--- src/rtl/scan_decoder_pkg.sv ---
// Shared types and helpers for the registered one-hot scan decoder.
package scan_decoder_pkg;

  typedef enum logic {
    MODE_DIRECT = 1'b0,
    MODE_SCAN   = 1'b1
  } mode_e;

  localparam int MAX_OUT_W = 64;

  function automatic int cnt_w(input int dwell);
    return (dwell <= 1) ? 1 : $clog2(dwell);
  endfunction

  // Index 0 lands on the MSB when msb_first is set, matching the legacy decoder.
  function automatic logic [MAX_OUT_W-1:0] onehot_dec(input logic [5:0] idx,
                                                      input int out_w,
                                                      input logic msb_first);
    int pos;
    pos = int'(idx);
    if (msb_first) pos = out_w - 1 - pos;
    return 64'(1) << pos;
  endfunction

endpackage

--- src/rtl/scan_decoder_dwell_tick.sv ---
// Dwell counter: tick marks the last cycle of a position while run is high.
module dwell_tick
  import scan_decoder_pkg::*;
#(
  parameter int DWELL = 4
) (
  input  logic clk,
  input  logic rst_n,
  input  logic clr,
  input  logic run,
  output logic tick
);

  localparam int CW = cnt_w(DWELL);
  localparam logic [CW-1:0] LAST = CW'(DWELL - 1);

  logic [CW-1:0] r_cnt;

  assign tick = run && (r_cnt == LAST);

  always_ff @(posedge clk or negedge rst_n) begin
    if (!rst_n) begin
      r_cnt <= '0;
    end else if (clr) begin
      r_cnt <= '0;
    end else if (run) begin
      r_cnt <= tick ? '0 : r_cnt + 1'b1;
    end
  end

endmodule

--- src/rtl/scan_decoder.sv ---
// Registered N-to-2^N one-hot decoder with direct-select and dwell-timed scan modes.
module scan_decoder
  import scan_decoder_pkg::*;
#(
  parameter int SEL_W     = 3,
  parameter int DWELL     = 4,
  parameter int MSB_FIRST = 1
) (
  input  logic                  clk,
  input  logic                  rst_n,
  input  logic                  en,
  input  logic                  mode,
  input  logic                  load,
  input  logic                  hold,
  input  logic [SEL_W-1:0]      sel,
  output logic [2**SEL_W-1:0]   f,
  output logic [SEL_W-1:0]      idx,
  output logic                  valid,
  output logic                  wrap
);

  localparam int OUT_W = 2**SEL_W;

  logic [1:0]       r_rst_sync;
  logic             w_rst_n;
  mode_e            w_mode;
  logic             w_dir;
  logic             w_load;
  logic             w_run;
  logic             w_tick;
  logic [SEL_W-1:0] w_idx_next;
  logic             w_wrap_next;
  logic [OUT_W-1:0] w_dec;

  logic [SEL_W-1:0] r_idx;
  logic [OUT_W-1:0] r_f;
  logic             r_valid;
  logic             r_wrap;

  // Reset asserts asynchronously but releases on a clock edge.
  always_ff @(posedge clk or negedge rst_n) begin
    if (!rst_n) r_rst_sync <= '0;
    else        r_rst_sync <= {r_rst_sync[0], 1'b1};
  end
  assign w_rst_n = r_rst_sync[1];

  assign w_mode = mode_e'(mode);
  assign w_dir  = en && (w_mode == MODE_DIRECT);
  assign w_load = en && (w_mode == MODE_SCAN) && load;
  assign w_run  = en && (w_mode == MODE_SCAN) && !load && !hold;

  dwell_tick #(
    .DWELL(DWELL)
  ) u_dwell_tick (
    .clk  (clk),
    .rst_n(w_rst_n),
    .clr  (w_dir || w_load),
    .run  (w_run),
    .tick (w_tick)
  );

  // Priority: direct/load take sel, then a dwell tick advances, otherwise hold.
  always_comb begin
    w_idx_next  = r_idx;
    w_wrap_next = 1'b0;
    if (w_dir || w_load) begin
      w_idx_next = sel;
    end else if (w_tick) begin
      w_idx_next  = r_idx + 1'b1;
      w_wrap_next = &r_idx;
    end
  end

  assign w_dec = OUT_W'(onehot_dec(6'(w_idx_next), OUT_W, MSB_FIRST != 0));

  always_ff @(posedge clk or negedge w_rst_n) begin
    if (!w_rst_n) begin
      r_idx   <= '0;
      r_f     <= '0;
      r_valid <= 1'b0;
      r_wrap  <= 1'b0;
    end else begin
      r_idx   <= w_idx_next;
      r_f     <= en ? w_dec : '0;
      r_valid <= en;
      r_wrap  <= w_wrap_next;
    end
  end

  assign f     = r_f;
  assign idx   = r_idx;
  assign valid = r_valid;
  assign wrap  = r_wrap;

endmodule

--- config.mk ---
export PLATFORM = sky130hd
export DESIGN_NAME = scan_decoder
export DESIGN_NICKNAME = d
export VERILOG_FILES = /design/src/rtl/scan_decoder_pkg.sv /design/src/rtl/scan_decoder_dwell_tick.sv /design/src/rtl/scan_decoder.sv
export SDC_FILE = /design/constraint.sdc
export NUM_CORES = 1
export LEC_CHECK = 0
export CAP_MARGIN = 10
export CORE_ASPECT_RATIO = 1.75
export CORE_MARGIN = 10
export CORE_UTILIZATION = 30
export CTS_CLUSTER_SIZE = 24
export DETAILED_ROUTE_END_ITERATION = 10
export GPL_TIMING_DRIVEN = 1
export MAX_ROUTING_LAYER = met4
export PLACE_DENSITY = 0.6
export SLEW_MARGIN = 25
export SYNTH_ARGS = -nofsm -noshare
export SYNTH_HDL_FRONTEND = slang
export SYNTH_SLANG_ARGS = --single-unit
--- constraint.sdc ---
create_clock -name clk -period 0.8 [get_ports clk]
set_clock_uncertainty 0.2 [all_clocks]
set_input_delay 0.16 -clock clk [delete_from_list [all_inputs] [get_ports clk]]
set_output_delay 0.16 -clock clk [all_outputs]
set_load 0.05 [all_outputs]
==> results of run 1 <==
## per-stage QoR
stage                     power, mW  hold WS (ns)  cells  utilization, %  setup slack, ns
after floorplan                1.27        -0.336     58               -           -0.957
after global placement         1.65       -0.0159    122            56.4            -1.13
after global routing           2.49        -0.147    130            64.7           -0.989
after detailed placement       1.67      -0.00991    122            56.4            -1.14
after CTS                      2.34        -0.136    127            61.1           -0.903
final                          2.36        -0.132    130            64.7           -0.952
## kinds of logic after synthesis
| logic type | after synthesis | share of synthesized area (%) |
|---|---|---|
| flip-flops | 17 | 59.2 |
| buffers and inverters | 3 | 1.57 |
| other | 1 | 0.522 |
| AND/OR/NAND/NOR | 24 | 20.2 |
| AO/OA/AOI/OAI | 9 | 11.8 |
| adder cells (fa/ha/maj) | 3 | 5.23 |
| multiplexers | 1 | 1.39 |
## sequential cells by signal (all words and copies together) (netlist names)
signal,cells
f,8
idx,3
r_rst_sync,2
u_dwell_tick.r_cnt,2
valid,1
wrap,1
## worst register-to-register path, delay by kind of cell (launching register included)
kind	cells	cell delay, ns
and+or+nand+nor	2	0.24
muxes	1	0.32
DFF	1	0.41
adders and majority gates	1	0.18
AOI/OAI and AO/OA	1	0.28
## power groups by stage
stage                     clock network [mW]  logic (mW)  registers [mW]
after floorplan                            0       0.147            1.12
after global placement                     0       0.676           0.977
after detailed placement                   0       0.688           0.979
after CTS                              0.644       0.734           0.964
after global routing                   0.693       0.827           0.968
final                                  0.617       0.779           0.964
## layer usage
metal	GRT usage [%]	vias to the layer above	share of wire (%)
met5	-	-	0
met4	3.86	0	0.48
met3	1.96	2	3.2
met2	15.6	11	63
met1	7.29	318	33
li1	-	301	-
## worst paths after layout
kind / slack, ns / start / to / cells past startpoint
max: -0.95 / u_dwell_tick.r_cnt[1] / f[2] / 5
min: -0.13 / rst_n / r_rst_sync[0] / 1
max reg2reg: -0.95 / u_dwell_tick.r_cnt[1] / f[2] / 5
min reg2reg: -0.01 / r_rst_sync[1] / f[1] / 1
max in group asynchronous: 0.28 / r_rst_sync[1] / f[0] / 1
min in group clk: 0.06 / en / valid / 2
## cell type report
cell class              count  area, um2
clock buffers               3       41.3
clock inverters             1       5.00
fillers                   187        813
inverters                   3       11.3
multi-input cells          38        427
flip-flops and latches     17        440
well taps                  25       31.3
repair buffers             43        533
## placed cells by master, fill, tap and decap left out, types with 2 or more instances in the layout
cell	instances
clkbuf_8	3
nor3_2	7
buf_6	4
ha_4	3
buf_12	14
dlygate4sd2_1	2
nor3_1	2
a22o_1	2
clkdlybuf4s50_1	4
buf_4	17
dfrtp_2	12
nand2_1	3
dfrtp_1	5
a211oi_4	2
and3_1	2
inv_2	2
## repair_timing
item | 4_1_cts | 5_1_grt
gates resized for setup | 14 | 14
hold endpoints to repair | 17 | 2
pin swaps | 4 | 7
buffers inserted | 2 | 3
setup endpoints to repair | 28 | 28
==> run metrics, run 1 <==
status complete, but fails checks; failing checks negative hold slack, negative setup slack; clock buffer depth 2; final setup violation count 27; number of global-route vias before repair 682; Initial Util 31.2%; Post-Synthesis Net Count 70; Synth Instances 58; TritonRoute pass-1 iters 2; clock group share of total power between 20% and 30%; final worst path period need around 1.8 ns; Final Cycle Share 219%; clk_lat worst skew 0.25 ns; Top FF cell, synth dfrtp_1; setup TNS -16.21 ns; initial DRC count 3; CTS clk-pin slew, worst paths 0.06 ns; largest net degree at the start of global routing 16; CTS buffer count 3; CTS root buf clkbuf_8; Via Count 632; worst path required time 0.73 ns; post-route setup slack -0.952 ns; ys async rst share 100%; hold_ws -0.132 ns; Die W roughly 57 um; most frequent cell after synthesis dfrtp_1; Post-synth top cells dfrtp_1 (17), nor3_1 (10), ha_1 (3), nand2_1 (3); wire per inst 14.5 um; number of library cell types mapped by synthesis 24; CTS tree done; CP endpoint kind flip-flop; H-tree depth 1; final routed DRC violation total 0; Sequential Power Share 40.8%; total net switching power around 700 uW; critical path class reg -> reg; sequential fraction of the synthesis area 59.2%; EDFF count, synth 0; Slew Limit Fails 0; DR vias/cell slightly below 5; leading area contributor after synthesis dfrtp_1; Port Buffer Count 21; top post-synthesis cells by area dfrtp_1 (59%), nor3_1 (7.0%), ha_1 (5.2%); fmax 571 MHz; Int Pwr 1.66 mW; first-pass GRT wire length 3150 um; remaining global-route overflow 0; Post-Place Cell Area 0.00130 mm2; Num Clock Sinks 17; share of post-route cells with drive strength above 1 between 70% and 80%; antenna-violating nets left 0; Slowest-stage cell, CP dfrtp_1; area delta synth->final 107%; crit path launch type flip-flop; final hold violations 17; RePlAce Congestion slightly above 0.8; # nets final between 100 and 150; fin area 0.00149 mm2; post-DP HPWL approximately 1500 um; Hold WC Path Type in -> async; Synth Register Bits 17; WP data arrival roughly 1.7 ns; WP buf/inv 0; slowest stage delay, CP roughly 0.41 ns; worst path cell trace ha_4 > nand3b_1 > mux2i_2 > a21o_1 > nor3_2; max cap viols 0; Total Routing Usage GR about 8.3%; Core Footprint 0.00230 mm2; Synth warnings 0; peak supply drop around 1.4 mV; Leak roughly 0.65 nW; # IOs 22; final wirelength roughly 1900 um; area of the die 0.00483 mm2; DIE HEIGHT 84.7 um; Largest delay share family, worst path flip-flops; RSZ-0062 raised after global routing yes; Sw Ratio 29.8%; Power per Cell Area 1590 mW/mm2; Syn Std Cell Area 718 um2; Synth top area share about three fifths; initial antenna violation count 0; FP Rows 23; Max Fanout on Critical Path 4; Combinational Power Share 33.0%; average size of a mapped cell ~12 um2; antenna cell count 0
Note: power is estimated with default switching activity, not from simulation.
==> run 2, diff against run 1 <==
--- a/config.mk
+++ b/config.mk
@@ -6,14 +6,13 @@
 export NUM_CORES = 1
 export LEC_CHECK = 0
 export CAP_MARGIN = 10
-export CORE_ASPECT_RATIO = 1.75
 export CORE_MARGIN = 10
-export CORE_UTILIZATION = 30
+export CORE_UTILIZATION = 40
 export CTS_CLUSTER_SIZE = 24
 export DETAILED_ROUTE_END_ITERATION = 10
 export GPL_TIMING_DRIVEN = 1
 export MAX_ROUTING_LAYER = met4
-export PLACE_DENSITY = 0.6
+export PLACE_DENSITY = 0.75
 export SLEW_MARGIN = 25
 export SYNTH_ARGS = -nofsm -noshare
 export SYNTH_HDL_FRONTEND = slang
==> constraint.sdc (replaced) <==
create_clock -name clk -period 1.9 [get_ports clk]
set_clock_uncertainty 0.2 [all_clocks]
set_input_delay 0.38 -clock clk [delete_from_list [all_inputs] [get_ports clk]]
set_output_delay 0.38 -clock clk [all_outputs]
set_load 0.05 [all_outputs]
==> run 2 against run 1 <==
Net effect:
- the run now ends clean
- flip-flop and latch count stayed put
- setup slack better by 0.99 ns
- total power shrank 65%
- cell count is 9.2% lower
- clock power is 68% lower
- die area is 19% lower
- via count is 5.5% lower
- combinational power fell by 71%
- critical endpoint is now f[6]
- largest cell class is now sequential cells
- highest routed layer unchanged
==> run metrics, run 2 (synthesis gave the netlist of run 1 again) <==
status completed; Num Clock Sinks 17 (unchanged); # IOs 22 (unchanged); antenna-violating nets left 0 (unchanged); antenna cell count 0 (unchanged); area delta synth->final 52.1%; slowest stage delay, CP 0.52 ns (+0.11 ns); Via Count 597 (-5.5%); CTS tree done; DIE HEIGHT 62.4 um (-26%); post-DP HPWL 1360 um (-6.0%); Least-Margin Pin Slew 0.613 ns; Leak 0.514 nW (-21%); crit path launch type input port; remaining global-route overflow 0 (unchanged); worst path cell trace clkdlybuf4s50_1 > buf_4 > nor3b_1 > a31oi_4 > nor3_1; number of global-route vias before repair 618 (-9.4%); Final Cycle Share 98.2%; wire per inst 15.5 um (+6.7%); final wirelength 1830 um (-3.1%); Hold WC Path Type in -> async; max cap viols 0 (unchanged); Largest register FFs 8 (unchanged); fmax between 500 and 600 MHz; WP buf/inv 2 (+2); Port Buffer Count 21 (unchanged); clock buffer depth 2 (unchanged); area of the die 0.00389 mm2 (-19%); initial antenna violation count 0 (unchanged); Int Pwr 554 uW (-67%); CTS root buf clkbuf_4; final hold violations 0 (-17); RePlAce Congestion 0.821 (+1.9%); Max Fanout on Critical Path 8 (+4); Slew Limit Headroom 59.2%; CTS buffer count 3 (unchanged); H-tree depth 1 (unchanged); largest net degree at the start of global routing 16 (unchanged); Slew Limit Fails 0 (unchanged); final setup violation count 0 (-100%); Die W 62.4 um (+9.5%); clock group share of total power 24.1% (-2.0 points); Slowest-stage cell, CP clkdlybuf4s50_1; Initial Util 42.1% (+11 points); clk_lat worst skew 0.30 ns (+0.05 ns); Sequential Power Share 48.7% (+7.9 points); worst path required time 1.92 ns (+1.19 ns); FP Rows 15 (-35%); Combinational Power Share 27.2% (-5.8 points); WP data arrival 1.88 ns (+0.20 ns); total net switching power 274 uW (-61%); commonest non-fill, non-tap cell in the layout buf_4; peak supply drop 0.374 mV (-73%); first-pass GRT wire length 2790 um (-11%); share of post-route cells with drive strength above 1 46.2% (-27 points); Largest delay share family, worst path buffers and inverters; initial DRC count 11 (+8); Power per Cell Area 758 mW/mm2 (-52%); Core Footprint 0.00171 mm2 (-26%); Total Routing Usage GR 9.23% (+0.97 points); CP endpoint kind flip-flop; TritonRoute pass-1 iters 4 (+2); most frequent cells in the layout buf_4 (22), dfrtp_1 (15), clkdlybuf4s50_1 (8); final routed DRC violation total 0 (unchanged); # nets final 106 (-10%); DR vias/cell 5.06 (+4.1%); critical path class in -> reg; hold_ws 0.0293 ns (+0.162 ns); final worst path period need around 1.9 ns; setup TNS 0 ns (+16.21 ns); Sw Ratio 33.1% (+3.3 points); CTS clk-pin slew, worst paths 0.09 ns (+0.03 ns)
-- run 2: power by group through the flow --
| stage | Sequential, mW | Clock, mW | Combinational [mW] |
|---|---|---|---|
| after floorplan | 0.467 | 0 | 0.0542 |
| after global placement | 0.408 | 0 | 0.202 |
| after detailed placement | 0.410 | 0 | 0.206 |
| after CTS | 0.402 | 0.203 | 0.206 |
| after global routing | 0.407 | 0.217 | 0.239 |
| final | 0.403 | 0.200 | 0.226 |
-- run 2: final timing paths --
kind | startpoint | endpoint | slack [ns] | cells past startpoint
worst max-delay path | en | f[6] | 0.03 | 5
worst max register to register | u_dwell_tick.r_cnt[0] | f[6] | 0.06 | 5
min in group clk | r_rst_sync[0] | r_rst_sync[1] | 0.16 | 0
max in group asynchronous | r_rst_sync[1] | idx[0] | 1.01 | 0
worst min register to register | r_rst_sync[1] | u_dwell_tick.r_cnt[1] | 0.05 | 0
worst min-delay path | rst_n | r_rst_sync[0] | 0.03 | 1
-- run 2: what timing repair did --
item / 4_1_cts / 5_1_grt
buffers inserted: 0 / 1
hold buffers: 0 / 0
setup endpoints to repair: 0 / 6
resized for setup: 0 / 8
-- run 2: per-stage QoR --
stage	power (mW)	util, %	setup WS, ns	std cells	area (um2)
6_report	0.828	64.0	0.0337	118	1090
5_1_grt	0.863	64.0	-0.0435	118	1090
4_1_cts	0.811	60.7	0.0462	117	1040
3_5_place_dp	0.615	59.1	-0.194	113	1010
3_3_place_gp	0.610	59.1	-0.165	113	1010
2_1_floorplan	0.521	-	0.0889	58	721
-- run 2: final cells by class --
cell class              instances  area [um2]
inverters                       3        11.3
clock inverters                 1        5.00
fillers                       138         616
multi-input cells              38         329
well taps                      25        31.3
flip-flops and latches         17         428
repair buffers                 31         265
clock buffers                   3        22.5
-- run 2: routing by layer --
layer  vias up  global-route usage, %  share of wire (%)
met3         9                   2.87                4.6
met1       287                   9.70                 43
met4         0                   6.70                4.2
li1        277                      -                  -
met2        24                   14.4                 48
met5         -                      -                  0
